File: config.mk
export PLATFORM = sky130hd
export DESIGN_NAME = vga_timing_tracker
export DESIGN_NICKNAME = d
export VERILOG_FILES = /design/src/rtl/vga_timing_tracker.sv
export SDC_FILE = /design/constraint.sdc
export NUM_CORES = 1
export LEC_CHECK = 0
export ABC_AREA = 1
export CAP_MARGIN = 10
export CORE_ASPECT_RATIO = 0.6
export CORE_MARGIN = 4
export CORE_UTILIZATION = 30
export DETAILED_ROUTE_END_ITERATION = 10
export GPL_ROUTABILITY_DRIVEN = 0
export SYNTH_ARGS = -nofsm -noshare
export SYNTH_HDL_FRONTEND = slang
export SYNTH_SLANG_ARGS = --single-unit
File: constraint.sdc
create_clock -name clk -period 3 [get_ports clk]
set_input_delay 0.75 -clock clk [delete_from_list [all_inputs] [get_ports clk]]
set_output_delay 0.75 -clock clk [all_outputs]
set_load 0.005 [all_outputs]
File: src/rtl/vga_timing_tracker.sv
// VGA sync receiver: rebuilds x/y from incoming hsync/vsync and
// verifies line/frame lengths to report lock and timing errors.
//
// Ports:
//   clk, reset_n        clock, asynchronous active-low reset
//   pixel_en            pixel tick strobe, all state advances only on it
//   hsync, vsync        active-low syncs, synchronous to clk
//   x, y                reconstructed position (registered)
//   active              locked and inside the visible area
//   locked              timing verified over LOCK_FRAMES frames
//   frame_start         one-clk pulse when x,y wrap to 0,0 while locked
//   sync_error          one-clk pulse per timing violation
module vga_timing_tracker #(
    parameter int H_TOTAL      = 800,
    parameter int H_ACTIVE     = 640,
    parameter int H_SYNC_START = 656,
    parameter int V_TOTAL      = 525,
    parameter int V_ACTIVE     = 480,
    parameter int V_SYNC_START = 490,
    parameter int LOCK_FRAMES  = 2
) (
    input  logic       clk,
    input  logic       reset_n,
    input  logic       pixel_en,
    input  logic       hsync,
    input  logic       vsync,
    output logic [9:0] x,
    output logic [9:0] y,
    output logic       active,
    output logic       locked,
    output logic       frame_start,
    output logic       sync_error
);

    localparam logic [9:0]  X_LAST   = 10'(H_TOTAL - 1);
    localparam logic [9:0]  Y_LAST   = 10'(V_TOTAL - 1);
    localparam logic [9:0]  X_ACT    = 10'(H_ACTIVE);
    localparam logic [9:0]  Y_ACT    = 10'(V_ACTIVE);
    localparam logic [9:0]  X_SYNC   = 10'(H_SYNC_START);
    localparam logic [9:0]  Y_SYNC   = 10'(V_SYNC_START);
    localparam logic [10:0] HLEN_NOM = 11'(H_TOTAL);
    localparam logic [10:0] HLEN_TO  = 11'(2 * H_TOTAL);
    localparam logic [10:0] VLEN_NOM = 11'(V_TOTAL);
    localparam logic [10:0] LEN_MAX  = 11'h7FF;
    localparam logic [3:0]  LOCK_N   = 4'(LOCK_FRAMES);

    logic        hs_prev_q, hs_prev_d;
    logic        vs_prev_q, vs_prev_d;
    logic [9:0]  x_q, x_d;
    logic [9:0]  y_q, y_d;
    logic [10:0] hlen_q, hlen_d;
    logic [10:0] vlen_q, vlen_d;
    logic        hvalid_q, hvalid_d;
    logic        fvalid_q, fvalid_d;
    logic [3:0]  lock_cnt_q, lock_cnt_d;
    logic        locked_q, locked_d;
    logic        active_q, active_d;
    logic        frame_start_q, frame_start_d;
    logic        sync_error_q, sync_error_d;

    logic        hedge, vedge, x_wrap;
    logic [10:0] hlen_inc;
    logic        line_err, frame_err, timeout, frame_ok, violation;

    assign hedge     = pixel_en & hs_prev_q & ~hsync;
    assign vedge     = pixel_en & vs_prev_q & ~vsync;
    assign x_wrap    = ~hedge & (x_q == X_LAST);
    assign hlen_inc  = (hlen_q == LEN_MAX) ? hlen_q : hlen_q + 11'd1;
    assign line_err  = hedge & hvalid_q & (hlen_q != HLEN_NOM);
    // hlen passes 2*H_TOTAL only once before saturating, so this fires once
    assign timeout   = pixel_en & ~hedge & (hlen_inc == HLEN_TO);
    assign frame_err = vedge & fvalid_q & (vlen_q != VLEN_NOM);
    assign frame_ok  = vedge & fvalid_q & (vlen_q == VLEN_NOM);
    assign violation = line_err | frame_err | timeout;

    always_comb begin
        hs_prev_d     = hs_prev_q;
        vs_prev_d     = vs_prev_q;
        x_d           = x_q;
        y_d           = y_q;
        hlen_d        = hlen_q;
        vlen_d        = vlen_q;
        hvalid_d      = hvalid_q;
        fvalid_d      = fvalid_q;
        lock_cnt_d    = lock_cnt_q;
        locked_d      = locked_q;
        active_d      = active_q;
        frame_start_d = 1'b0;
        sync_error_d  = 1'b0;
        if (pixel_en) begin
            hs_prev_d = hsync;
            vs_prev_d = vsync;
            if (hedge) begin
                x_d = X_SYNC;
            end else if (x_wrap) begin
                x_d = 10'd0;
            end else begin
                x_d = x_q + 10'd1;
            end
            if (vedge) begin
                y_d = Y_SYNC;
            end else if (x_wrap) begin
                y_d = (y_q == Y_LAST) ? 10'd0 : y_q + 10'd1;
            end
            hlen_d = hedge ? 11'd1 : hlen_inc;
            if (vedge) begin
                vlen_d = 11'd0;
            end else if (hedge && vlen_q != LEN_MAX) begin
                vlen_d = vlen_q + 11'd1;
            end
            if (hedge) begin
                hvalid_d = 1'b1;
            end
            if (vedge) begin
                fvalid_d = 1'b1;
            end
            if (frame_ok) begin
                if (lock_cnt_q < LOCK_N) begin
                    lock_cnt_d = lock_cnt_q + 4'd1;
                end
                if (lock_cnt_d == LOCK_N) begin
                    locked_d = 1'b1;
                end
            end
            // An error disarms both checks; the next edges re-arm them
            if (violation) begin
                sync_error_d = 1'b1;
                locked_d     = 1'b0;
                lock_cnt_d   = 4'd0;
                hvalid_d     = 1'b0;
                fvalid_d     = 1'b0;
            end
            frame_start_d = x_wrap & ~vedge & (y_q == Y_LAST) & locked_q;
            active_d = locked_d & (x_d < X_ACT) & (y_d < Y_ACT);
        end
    end

    always_ff @(posedge clk or negedge reset_n) begin
        if (!reset_n) begin
            hs_prev_q     <= 1'b1;
            vs_prev_q     <= 1'b1;
            x_q           <= 10'd0;
            y_q           <= 10'd0;
            hlen_q        <= 11'd0;
            vlen_q        <= 11'd0;
            hvalid_q      <= 1'b0;
            fvalid_q      <= 1'b0;
            lock_cnt_q    <= 4'd0;
            locked_q      <= 1'b0;
            active_q      <= 1'b0;
            frame_start_q <= 1'b0;
            sync_error_q  <= 1'b0;
        end else begin
            hs_prev_q     <= hs_prev_d;
            vs_prev_q     <= vs_prev_d;
            x_q           <= x_d;
            y_q           <= y_d;
            hlen_q        <= hlen_d;
            vlen_q        <= vlen_d;
            hvalid_q      <= hvalid_d;
            fvalid_q      <= fvalid_d;
            lock_cnt_q    <= lock_cnt_d;
            locked_q      <= locked_d;
            active_q      <= active_d;
            frame_start_q <= frame_start_d;
            sync_error_q  <= sync_error_d;
        end
    end

    assign x           = x_q;
    assign y           = y_q;
    assign active      = active_q;
    assign locked      = locked_q;
    assign frame_start = frame_start_q;
    assign sync_error  = sync_error_q;

endmodule

==> flow_metrics.tcl <==
set metrics [dict create \
    viasPerCell 4.875 \
    yosysSeqAreaShare_pct 40.37 \
    slew-limit-headroom_pct 49.13 \
    cp_max_fo 16 \
    tritoncts "built" \
    drv_slew 0 \
    cts-buffers-inserted 5 \
    end_kind "flop" \
    dieWidth_um 144.5 \
    p_leak_nw 1.743 \
    grt_pass1_vias 2858 \
    tns_ns 0 \
    grt_overflow 0 \
    drv_cap 0 \
    cts_root_buffer "clkbuf_16" \
    drcViolationCount 0 \
    final_cell_mix "nand2_1 (110), inv_1 (58), dfrtp_1 (52)" \
    status "finished clean" \
    grt_max_degree 55 \
    ctsResizeCount 0 \
    syn_to_final_growth_pct 18.02 \
    async_flop_share_pct 100.0 \
    syn_area_um2 3353 \
    hold_viol_final 0 \
    drive_gt1_share_pct 11.18 \
    syn_inst 449 \
    cp.required_ns 3.19 \
    path_class "input port to flop" \
    critPathArrivalTime_ns 2.57 \
    rsz0062_at_grt "false" \
    fin_skew_ns 0.008703 \
    drtAntennaViolNets 0 \
    worstPathCellList "clkdlybuf4s50_1 -> inv_4 -> nor2_4 -> nand2_2 -> nor2_2 -> inv_2 -> nor4_1 -> nor2_1 -> nand2_1 -> nand2_1" \
    critical_path.max_stage_delay_ns 0.52 \
    ys.flop_type "dfrtp_1" \
    n_fill_cell 1141 \
    p_per_area_nw_per_um2 526.3 \
    avgSynthCellArea_um2 7.468 \
    ys.warnings.count 0 \
    ir_drop_mv 0.2239 \
    num_rows 29 \
    path_clk_slew_ns 0.07 \
    fin_nets 495 \
    setup_viol_count_final 0 \
    cpMostUsedCell "nand2_1" \
    hp-class "input port to asynchronous set/reset pin" \
    cpMaxStageDelayCell "clkdlybuf4s50_1" \
    ios 29 \
    ys_seq_elements 54 \
    place_ws_ns 0.3524 \
    start_util_pct 31.22 \
    drt_iter0_markers 278 \
    post_drt_wl_per_cell_um 13.44 \
    synthDistinctLibCells 40 \
    diodes 0 \
    clk_latency_ns 0.30 \
    htreeDepth 2 \
    drt_wl_total_um 8362 \
    syn_nets 462 \
    cts_hold_buf 0 \
    tightest_slew_ns 0.7561 \
    die_h_um 89.90 \
    die_area_um2 12990 \
    grt_use_total_pct 13.53 \
    vias 3032 \
    min_period_ns 2.375 \
    synth-edff-count 0 \
    dr.pass1.iters 4 \
    dpl.hpwl_um 6207 \
    clkSinkCount 54 \
    antenna_found_initial 0 \
    startpoint_type "input port" \
    core_um2 10740 \
    fin_crit_sh_pct 79.18 \
    grt_pass1_wl_um 14300 \
    numPortBuffers 28 \
    layout_commonest_cell "nand2_1" \
    critPathTopFamily "simple AND/OR/NAND/NOR gates" \
    max_freq_ghz 0.4210 \
    worst_slack_ns 0.6246 \
    reg2reg_slack_ns 0.73 \
    cts.path.max_buffers 2 \
    postCtsSetupBuffers 0 \
    path_buf_inv 3 \
]
-- synth_stat cells, types with 2 or more instances --
| master | n | area [um2] |
|---|---|---|
| o22ai_1 | 10 | 62.56 |
| nor2_4 | 7 | 78.83 |
| a21oi_1 | 19 | 95.09 |
| nand2_1 | 110 | 412.9 |
| nand2_2 | 8 | 50.05 |
| nor2_2 | 8 | 50.05 |
| nor3_1 | 8 | 40.04 |
| xor2_1 | 5 | 43.79 |
| nand2_4 | 4 | 45.04 |
| inv_2 | 5 | 18.77 |
| nor2_1 | 44 | 165.2 |
| nor3b_1 | 2 | 15.01 |
| o21ai_1 | 4 | 20.02 |
| dfrtp_1 | 52 | 1301 |
| clkbuf_1 | 3 | 11.26 |
| o21ai_0 | 25 | 125.1 |
| xnor2_1 | 2 | 17.52 |
| nand3_1 | 25 | 125.1 |
| dfstp_2 | 2 | 52.55 |
| nor4_1 | 4 | 25.02 |
| inv_1 | 58 | 217.7 |
| nand3_4 | 2 | 35.03 |
| nand3_2 | 3 | 30.03 |
| nand4_1 | 16 | 100.1 |
| ha_1 | 8 | 100.1 |
-- worst reg2reg max path: cells and delay by family (launching register included) --
kind | cells | cell delay (ns)
fa+ha+maj | 1 | 0.17
flops | 1 | 0.46
compound gates | 1 | 0.38
simple gates | 4 | 1.01
buf+inv | 1 | 0.13
-- cell type report --
| class | count | area (um2) | area share (%) |
|---|---|---|---|
| clock buffer | 7 | 142.6 | 3.604 |
| clock inverter | 1 | 5.005 | 0.1265 |
| tap | 139 | 173.9 | 4.395 |
| inverter | 66 | 251.5 | 6.355 |
| multi-input combinational | 324 | 1720 | 43.47 |
| timing repair buffer | 31 | 310.3 | 7.841 |
| sequential | 54 | 1354 | 34.21 |
-- stage by stage --
| stage | instance area [um2] | hold slack [ns] | power (mW) | utilization (%) | std cells |
|---|---|---|---|---|---|
| floorplan | 3353 | 0.4544 | 1.267 | - | 449 |
| global placement | 3810 | 0.4923 | 1.474 | 35.47 | 614 |
| detailed placement | 3810 | 0.4954 | 1.488 | 35.47 | 614 |
| CTS | 3958 | 0.4578 | 2.109 | 36.85 | 622 |
| global route | 3958 | 0.4792 | 2.223 | 36.85 | 622 |
| finish | 3958 | 0.4383 | 2.083 | 36.85 | 622 |
-- per-layer routing --
layer / global-route usage [%] / share of wire (%)
met5: 0 / 0
met4: 2.795 / 0.96
met3: 2.969 / 5.3
met2: 17.84 / 38
met1: 22.09 / 56
-- flip-flops by register name, indices dropped and copies added (netlist names) --
name and count:
hvalid_q 1, y 10, hlen_q 11, vlen_q 11, active 1, fvalid_q 1, locked 1, sync_error 1
vs_prev_q 1, frame_start 1, lock_cnt_q 4, x 10, hs_prev_q 1
-- power breakdown --
part           internal [mW]  total (mW)  leakage (nW)  switching [mW]
Clock                  0.333       0.608        0.0739           0.275
Sequential             0.826       0.938         0.697           0.112
Combinational          0.229       0.538         0.972           0.309
-- cell families (layout without fill, tap and decap cells) --
family	after synthesis	after routing	synth area share (%)
AO/OA/AOI/OAI	66	66	11.05
XOR/XNOR	7	7	1.828
adder cells (fa/ha/maj)	8	8	2.985
buffers and inverters	71	105	8.321
flip-flops	54	54	40.37
AND/OR/NAND/NOR	243	243	35.45
-- path summary, 6_finish.rpt --
| path | startpoint | end | cells past startpoint |
|---|---|---|---|
| setup reg to reg | y[0] | y[2] | 7 |
| hold / removal | reset_n | hlen_q[4] | 2 |
| max in group asynchronous | reset_n | hs_prev_q | 2 |
| setup / recovery | pixel_en | lock_cnt_q[0] | 10 |
| min in group clk | vs_prev_q | vs_prev_q | 2 |
| hold reg to reg | vs_prev_q | vs_prev_q | 2 |
Power figures use the tool's default switching activity.
